$ cat src/rtl/lsu_mem_req.sv
// ============================================================================
// lsu_mem_req : load/store requester driving the 64-bit data-memory port.
// Optional misaligned-access check: LSU_MISALIGN_CHK_EN.   Revision: 1.0
// ============================================================================
`default_nettype none

module lsu_mem_req #(
    parameter int ADDR_W = 64
) (
    input  logic              clk,
    input  logic              rst_n,
    input  logic              req_valid,
    output logic              req_ready,
    input  logic [ADDR_W-1:0] req_addr,
    input  logic              req_we,
    input  logic [1:0]        req_size,
    input  logic              req_unsigned,
    input  logic [63:0]       req_wdata,
    output logic              resp_valid,
    input  logic              resp_ready,
    output logic [63:0]       resp_rdata,
    output logic              resp_err,
    output logic              mem_ce,
    output logic              mem_we,
    output logic [ADDR_W-1:0] mem_addr,
    output logic [63:0]       mem_wdata,
    output logic [7:0]        mem_wmask,
    input  logic              mem_gnt,
    input  logic              mem_rvalid,
    input  logic [63:0]       mem_rdata
);

    localparam logic [1:0] S_IDLE = 2'd0;
    localparam logic [1:0] S_REQ  = 2'd1;
    localparam logic [1:0] S_WAIT = 2'd2;
    localparam logic [1:0] S_RESP = 2'd3;

    logic [1:0]        state_q, state_d;
    logic              we_q;
    logic [1:0]        size_q;
    logic              uns_q;
    logic [2:0]        off_q;
    logic [ADDR_W-1:0] mem_addr_q;
    logic [63:0]       mem_wdata_q;
    logic [7:0]        mem_wmask_q;
    logic [63:0]       rdata_q;

    logic              accept;
    logic              misalign;
    logic [2:0]        req_off;
    logic [2:0]        align_m;
    logic [2:0]        eff_off;
    logic [7:0]        base_mask;
    logic [63:0]       rd_shift;
    logic [63:0]       rd_ext;

    assign accept  = req_valid && req_ready;
    assign req_off = req_addr[2:0];

    always_comb begin
        align_m   = 3'b111;
        base_mask = 8'hFF;
        case (req_size)
            2'd0:    begin align_m = 3'b000; base_mask = 8'h01; end
            2'd1:    begin align_m = 3'b001; base_mask = 8'h03; end
            2'd2:    begin align_m = 3'b011; base_mask = 8'h0F; end
            default: begin align_m = 3'b111; base_mask = 8'hFF; end
        endcase
    end

    // Aligned requests are unaffected; misaligned ones are rounded down
    // (only reachable for the memory path when the check is disabled).
    assign eff_off = req_off & ~align_m;

`ifdef LSU_MISALIGN_CHK_EN
    logic resp_err_q;

    assign misalign = |(req_off & align_m);
    assign resp_err = resp_err_q;

    always_ff @(posedge clk or negedge rst_n) begin
        if (!rst_n) begin
            resp_err_q <= 1'b0;
        end else if (accept) begin
            resp_err_q <= misalign;
        end
    end
`else
    assign misalign = 1'b0;
    assign resp_err = 1'b0;
`endif

    always_ff @(posedge clk or negedge rst_n) begin
        if (!rst_n) begin
            state_q <= S_IDLE;
        end else begin
            state_q <= state_d;
        end
    end

    always_comb begin
        state_d = state_q;
        case (state_q)
            S_IDLE: if (accept)     state_d = misalign ? S_RESP : S_REQ;
            S_REQ:  if (mem_gnt)    state_d = we_q ? S_RESP : S_WAIT;
            S_WAIT: if (mem_rvalid) state_d = S_RESP;
            S_RESP: if (resp_ready) state_d = S_IDLE;
            default:                state_d = S_IDLE;
        endcase
    end

    always_comb begin
        req_ready  = rst_n && (state_q == S_IDLE);
        mem_ce     = (state_q == S_REQ);
        mem_we     = (state_q == S_REQ) && we_q;
        resp_valid = (state_q == S_RESP);
    end

    always_comb begin
        rd_shift = mem_rdata >> {off_q, 3'b000};
        case (size_q)
            2'd0:    rd_ext = {{56{~uns_q & rd_shift[7]}},  rd_shift[7:0]};
            2'd1:    rd_ext = {{48{~uns_q & rd_shift[15]}}, rd_shift[15:0]};
            2'd2:    rd_ext = {{32{~uns_q & rd_shift[31]}}, rd_shift[31:0]};
            default: rd_ext = rd_shift;
        endcase
    end

    // Memory-side fields are built once at acceptance so they stay frozen in REQ.
    always_ff @(posedge clk or negedge rst_n) begin
        if (!rst_n) begin
            we_q        <= 1'b0;
            size_q      <= 2'd0;
            uns_q       <= 1'b0;
            off_q       <= 3'd0;
            mem_addr_q  <= '0;
            mem_wdata_q <= '0;
            mem_wmask_q <= '0;
            rdata_q     <= '0;
        end else if (accept) begin
            we_q        <= req_we;
            size_q      <= req_size;
            uns_q       <= req_unsigned;
            off_q       <= eff_off;
            mem_addr_q  <= {req_addr[ADDR_W-1:3], 3'b000};
            mem_wdata_q <= req_wdata << {eff_off, 3'b000};
            mem_wmask_q <= base_mask << eff_off;
            rdata_q     <= '0;
        end else if ((state_q == S_WAIT) && mem_rvalid) begin
            rdata_q     <= rd_ext;
        end
    end

    assign mem_addr   = mem_addr_q;
    assign mem_wdata  = mem_wdata_q;
    assign mem_wmask  = mem_wmask_q;
    assign resp_rdata = rdata_q;

endmodule

`default_nettype wire

$ cat config.mk
export PLATFORM = sky130hd
export DESIGN_NAME = lsu_mem_req
export DESIGN_NICKNAME = d
export VERILOG_FILES = /design/src/rtl/lsu_mem_req.sv
export SDC_FILE = /design/constraint.sdc
export NUM_CORES = 1
export LEC_CHECK = 0
export CAP_MARGIN = 20
export CORE_UTILIZATION = 39
export CTS_BUF_LIST = sky130_fd_sc_hd__clkbuf_4
export DETAILED_ROUTE_END_ITERATION = 12
export PLACE_DENSITY = 0.79
export RECOVER_POWER = 100
export SLEW_MARGIN = 25
export SYNTH_ARGS = -nofsm -noshare
export SYNTH_HDL_FRONTEND = slang
export SYNTH_SLANG_ARGS = --single-unit
$ cat constraint.sdc
create_clock -name clk -period 2.2 [get_ports clk]
set_input_delay 0.22 -clock clk [delete_from_list [all_inputs] [get_ports clk]]
set_output_delay 0.22 -clock clk [all_outputs]
set_load 0.01 [all_outputs]
==> summary.md <==
| Metric | Value |
|---|---|
| Per-cell routed wire length | 21.02 um |
| Mapped Area | 11,250 um2 |
| Layout Nets | 1,948 |
| Storage element area | 5159 um2 |
| Setup violations, final | 7 |
| Ys async rst share | 100.0% |
| Post-DP HPWL | between 30 and 40 mm |
| GR peak layer | met2 |
| CP endpoint kind | register |
| Initial core utilization | 40.05% |
| GRT overflow | 0 |
| Worst-margin pin slew | 1.605 ns |
| Final setup TNS | -0.1305 ns |
| Minimum clock period | 2.246 ns |
| Die height | 171.8 um |
| Root Buffer | clkbuf_4 |
| Core Util, Final | 60.96% |
| Routing usage on met3 | 6.834% |
| Row count | 61 |
| Synthesized flop and latch total | 206 |
| Cell taking the most area after synthesis | dfrtp_1 |
| Final Max Tran Viols | 65 |
| Worst endpoint required time | 2.80 ns |
| Unrepaired setup endpoints after global routing | yes |
| Worst Setup Start Kind | register |
| Max-cap viol count | 1 |
| Num CTS Buffers | 56 |
| Peak supply drop | about 0.69 mV |
| CTS H-tree lvls | 2 |
| Layout cells sized above 1 | 13.51% |
| Post-synthesis sequential area ratio | 45.82% |
| Relative slew slack | -6.993% |
| Final Hold Fails | 0 |
| Largest net degree at the start of global routing | 140 |
| CTS sink count | 206 |
| # IOs | 407 |
| Clock slew at reported path FFs | 0.06 ns |
| Pwr dens | 1266 nW/um2 |
| DRT Wirelength | roughly 45 mm |
| CP max FO | 6 |
| Initial detailed-routing violation count | between 1,000 and 1,500 |
| Drt drc | 0 |
| IO Port Bufs | 402 |
| Multi-input logic area | 5703 um2 |
| Synth area leaders | dfrtp_1, nand2_1, mux2i_1 |
| Initial antenna violation count | 2 |
| Vias in the first global route | 11,600 |
| PnR Total Power | between 0.02 and 0.025 W |
| Vias per cell | 5.501 |
| Worst EP arrival | around 2.8 ns |
| DIE AREA | around 30,000 um2 |
| Setup ws final | -0.04601 ns |
| Yosys top cell area share | 45.82% |
| Post-route clock skew | 0.03960 ns |
| Synthesized area per cell | 8.844 um2 |
| Layout Cells excl Fill | between 2,000 and 2,500 |
| Worst min path class | in -> reg |
| Grt met1 use | 36.14% |
| Fmax | 0.4452 GHz |
| Status | finished, violations left |
| Fillers | 2,484 |
| Critical path class | reg -> reg |
| Routability cong. | ~1 |
| Post-synthesis cell type count | 52 |
| Global-route wire length before repair | between 60 and 70 mm |
| Post-synth EDFFs | 0 |
| Synth warn | 0 |
| Failing checks | capacitance limit, slew limit, setup timing |
| Vias after detailed routing | approximately 12,000 |
| Part of the cycle the worst path needs | 102.1% |
| Drt first pass iters | 6 |
| Most common flop cell mapped by yosys | dfrtp_1 |
| Routed Antenna Nets | 0 |
| Core area | 28,090 um2 |
| Leak Pwr | roughly 8 nW |
| Clock latency on the worst-skew pair | a little under 0.7 ns |
| Max Buffers Root-to-Sink | 3 |
| CTS tree | done |
| Placed Instances | 2,046 |
| Die Wd | 171.8 um |
| Mapped Cells | 1,272 |
| Grt met2 use | 49.43% |
| Tot GR Track Use | 29.62% |
| Layout area overhead | 52.21% |
==> worst paths after layout <==
check / slack (ns) / end / start / cells past startpoint
worst max-delay path: -0.05 / resp_rdata[63] / off_q[0] / 7
worst min-delay path: 0.06 / mem_addr[13] / req_addr[13] / 3
worst max register to register: -0.05 / resp_rdata[63] / off_q[0] / 7
worst min register to register: 0.47 / mem_addr[61] / mem_addr[61] / 2
max in group asynchronous: 0.34 / mem_wdata[60] / rst_n / 3
min in group asynchronous: 0.72 / resp_rdata[39] / rst_n / 3
==> kinds of logic after synthesis <==
family	after synthesis	share of synthesized area [%]
adder cells (fa/ha/maj)	5	0.5561
multiplexers	123	11.95
buffers and inverters	117	4.605
flip-flops	206	45.82
other	1	0.03333
AO/OA/AOI/OAI	300	18.01
AND/OR/NAND/NOR	520	19.03
==> worst max-delay path, stage by stage (launching register included) <==
cell,delay [ns]
dfrtp_4,0.55
mux2i_4,0.22
mux4_2,0.53
nor4_4,0.24
a211oi_4,0.11
buf_6,0.17
buf_8,0.13
o31ai_2,0.21
==> sequential cells by signal, indices dropped and copies added (netlist names) <==
register	count
mem_wdata	64
mem_addr	61
mem_wmask	8
size_q	2
we_q	1
resp_rdata	64
state_q	2
uns_q	1
off_q	3
==> layer usage <==
layer | routed length (um) | up-vias | part of all wire, %
li1 | - | 5416 | -
met1 | 17540 | 5674 | 39
met2 | 21860 | 655 | 48
met3 | 4003 | 120 | 8.8
met4 | 1937 | 0 | 4.3
met5 | 0 | - | 0
==> cell usage in the layout (no fill, tap or decap), types with 4 or more instances in the layout <==
cell type / n
nand2_1: 414
a21boi_0: 9
o2bb2ai_1: 6
nor2b_1: 18
o31ai_1: 11
buf_12: 10
nor2_1: 17
clkinv_1: 10
conb_1: 4
a22o_1: 24
o31ai_2: 5
o21ai_1: 19
dlygate4sd3_1: 202
nand3_1: 44
nor3_1: 4
clkbuf_4: 81
mux4_2: 8
mux2_2: 9
o211ai_1: 10
dfrtp_1: 205
clkdlybuf4s50_1: 201
and2_1: 4
a21oi_1: 40
a221o_1: 8
a32o_1: 6
inv_1: 6
mux2i_1: 104
a32oi_1: 24
a211oi_1: 20
a2bb2oi_1: 8
buf_4: 85
o21ai_0: 90
o22ai_1: 7
buf_6: 4
==> synthesized netlist by cell type, types with 2 or more instances <==
library cell	number
a311oi_1	2
o2bb2ai_1	6
buf_2	27
nand2b_1	5
a21boi_0	9
nor3_1	4
clkbuf_1	65
o221ai_1	2
o22ai_1	7
nand3_1	45
clkinv_1	2
a32o_1	6
and3_1	2
nor2_1	17
mux4_2	8
a211oi_1	20
o31ai_2	5
ha_1	5
o31ai_1	12
nand2_1	415
o21ai_1	17
mux2_2	10
o211ai_1	10
buf_1	4
a22o_1	24
a32oi_1	24
inv_1	9
and2_1	4
buf_4	8
a21oi_1	41
a2bb2oi_1	9
dfrtp_1	206
mux2i_1	105
o21ai_0	92
or2_2	2
buf_6	2
a221o_1	8
nor2b_1	19
==> layout make-up <==
class,instances,share of cell area (%)
clock buffers,80,3.507
well taps,378,2.762
repair buffers,514,29.62
diodes,2,0.02923
clock inverters,14,0.3873
inverters,11,0.2631
multi-input cells,952,33.31
flip-flops and latches,206,30.13
==> metrics by stage <==
step                instance area [um2]  hold slack [ns]  setup WS (ns)
floorplan                         11260         -0.07559         0.2518
global placement                  16200          0.05170        -0.4786
detailed placement                16210          0.05281        -0.2577
CTS                               16960         0.001128       -0.01908
global route                      17120          0.01516       -0.06736
finish                            17120          0.05505       -0.04601
==> report_power, final <==
part / internal (W) / switching [W] / total (W)
clock: 0.00167 / 0.00167 / 0.00334
sequential: 0.00550 / 0.00106 / 0.00655
combinational: 0.00568 / 0.00611 / 0.0118
total: 0.0128 / 0.00884 / 0.0217
==> timing repair <==
action,in CTS,in global routing
pin swaps,1,4
hold buffers,5,0
setup endpoints to repair,48,44
hold endpoints to repair,209,0
cloned,0,3
buffers inserted,0,8
resized for setup,13,29
(Power assumes the default switching activity.)
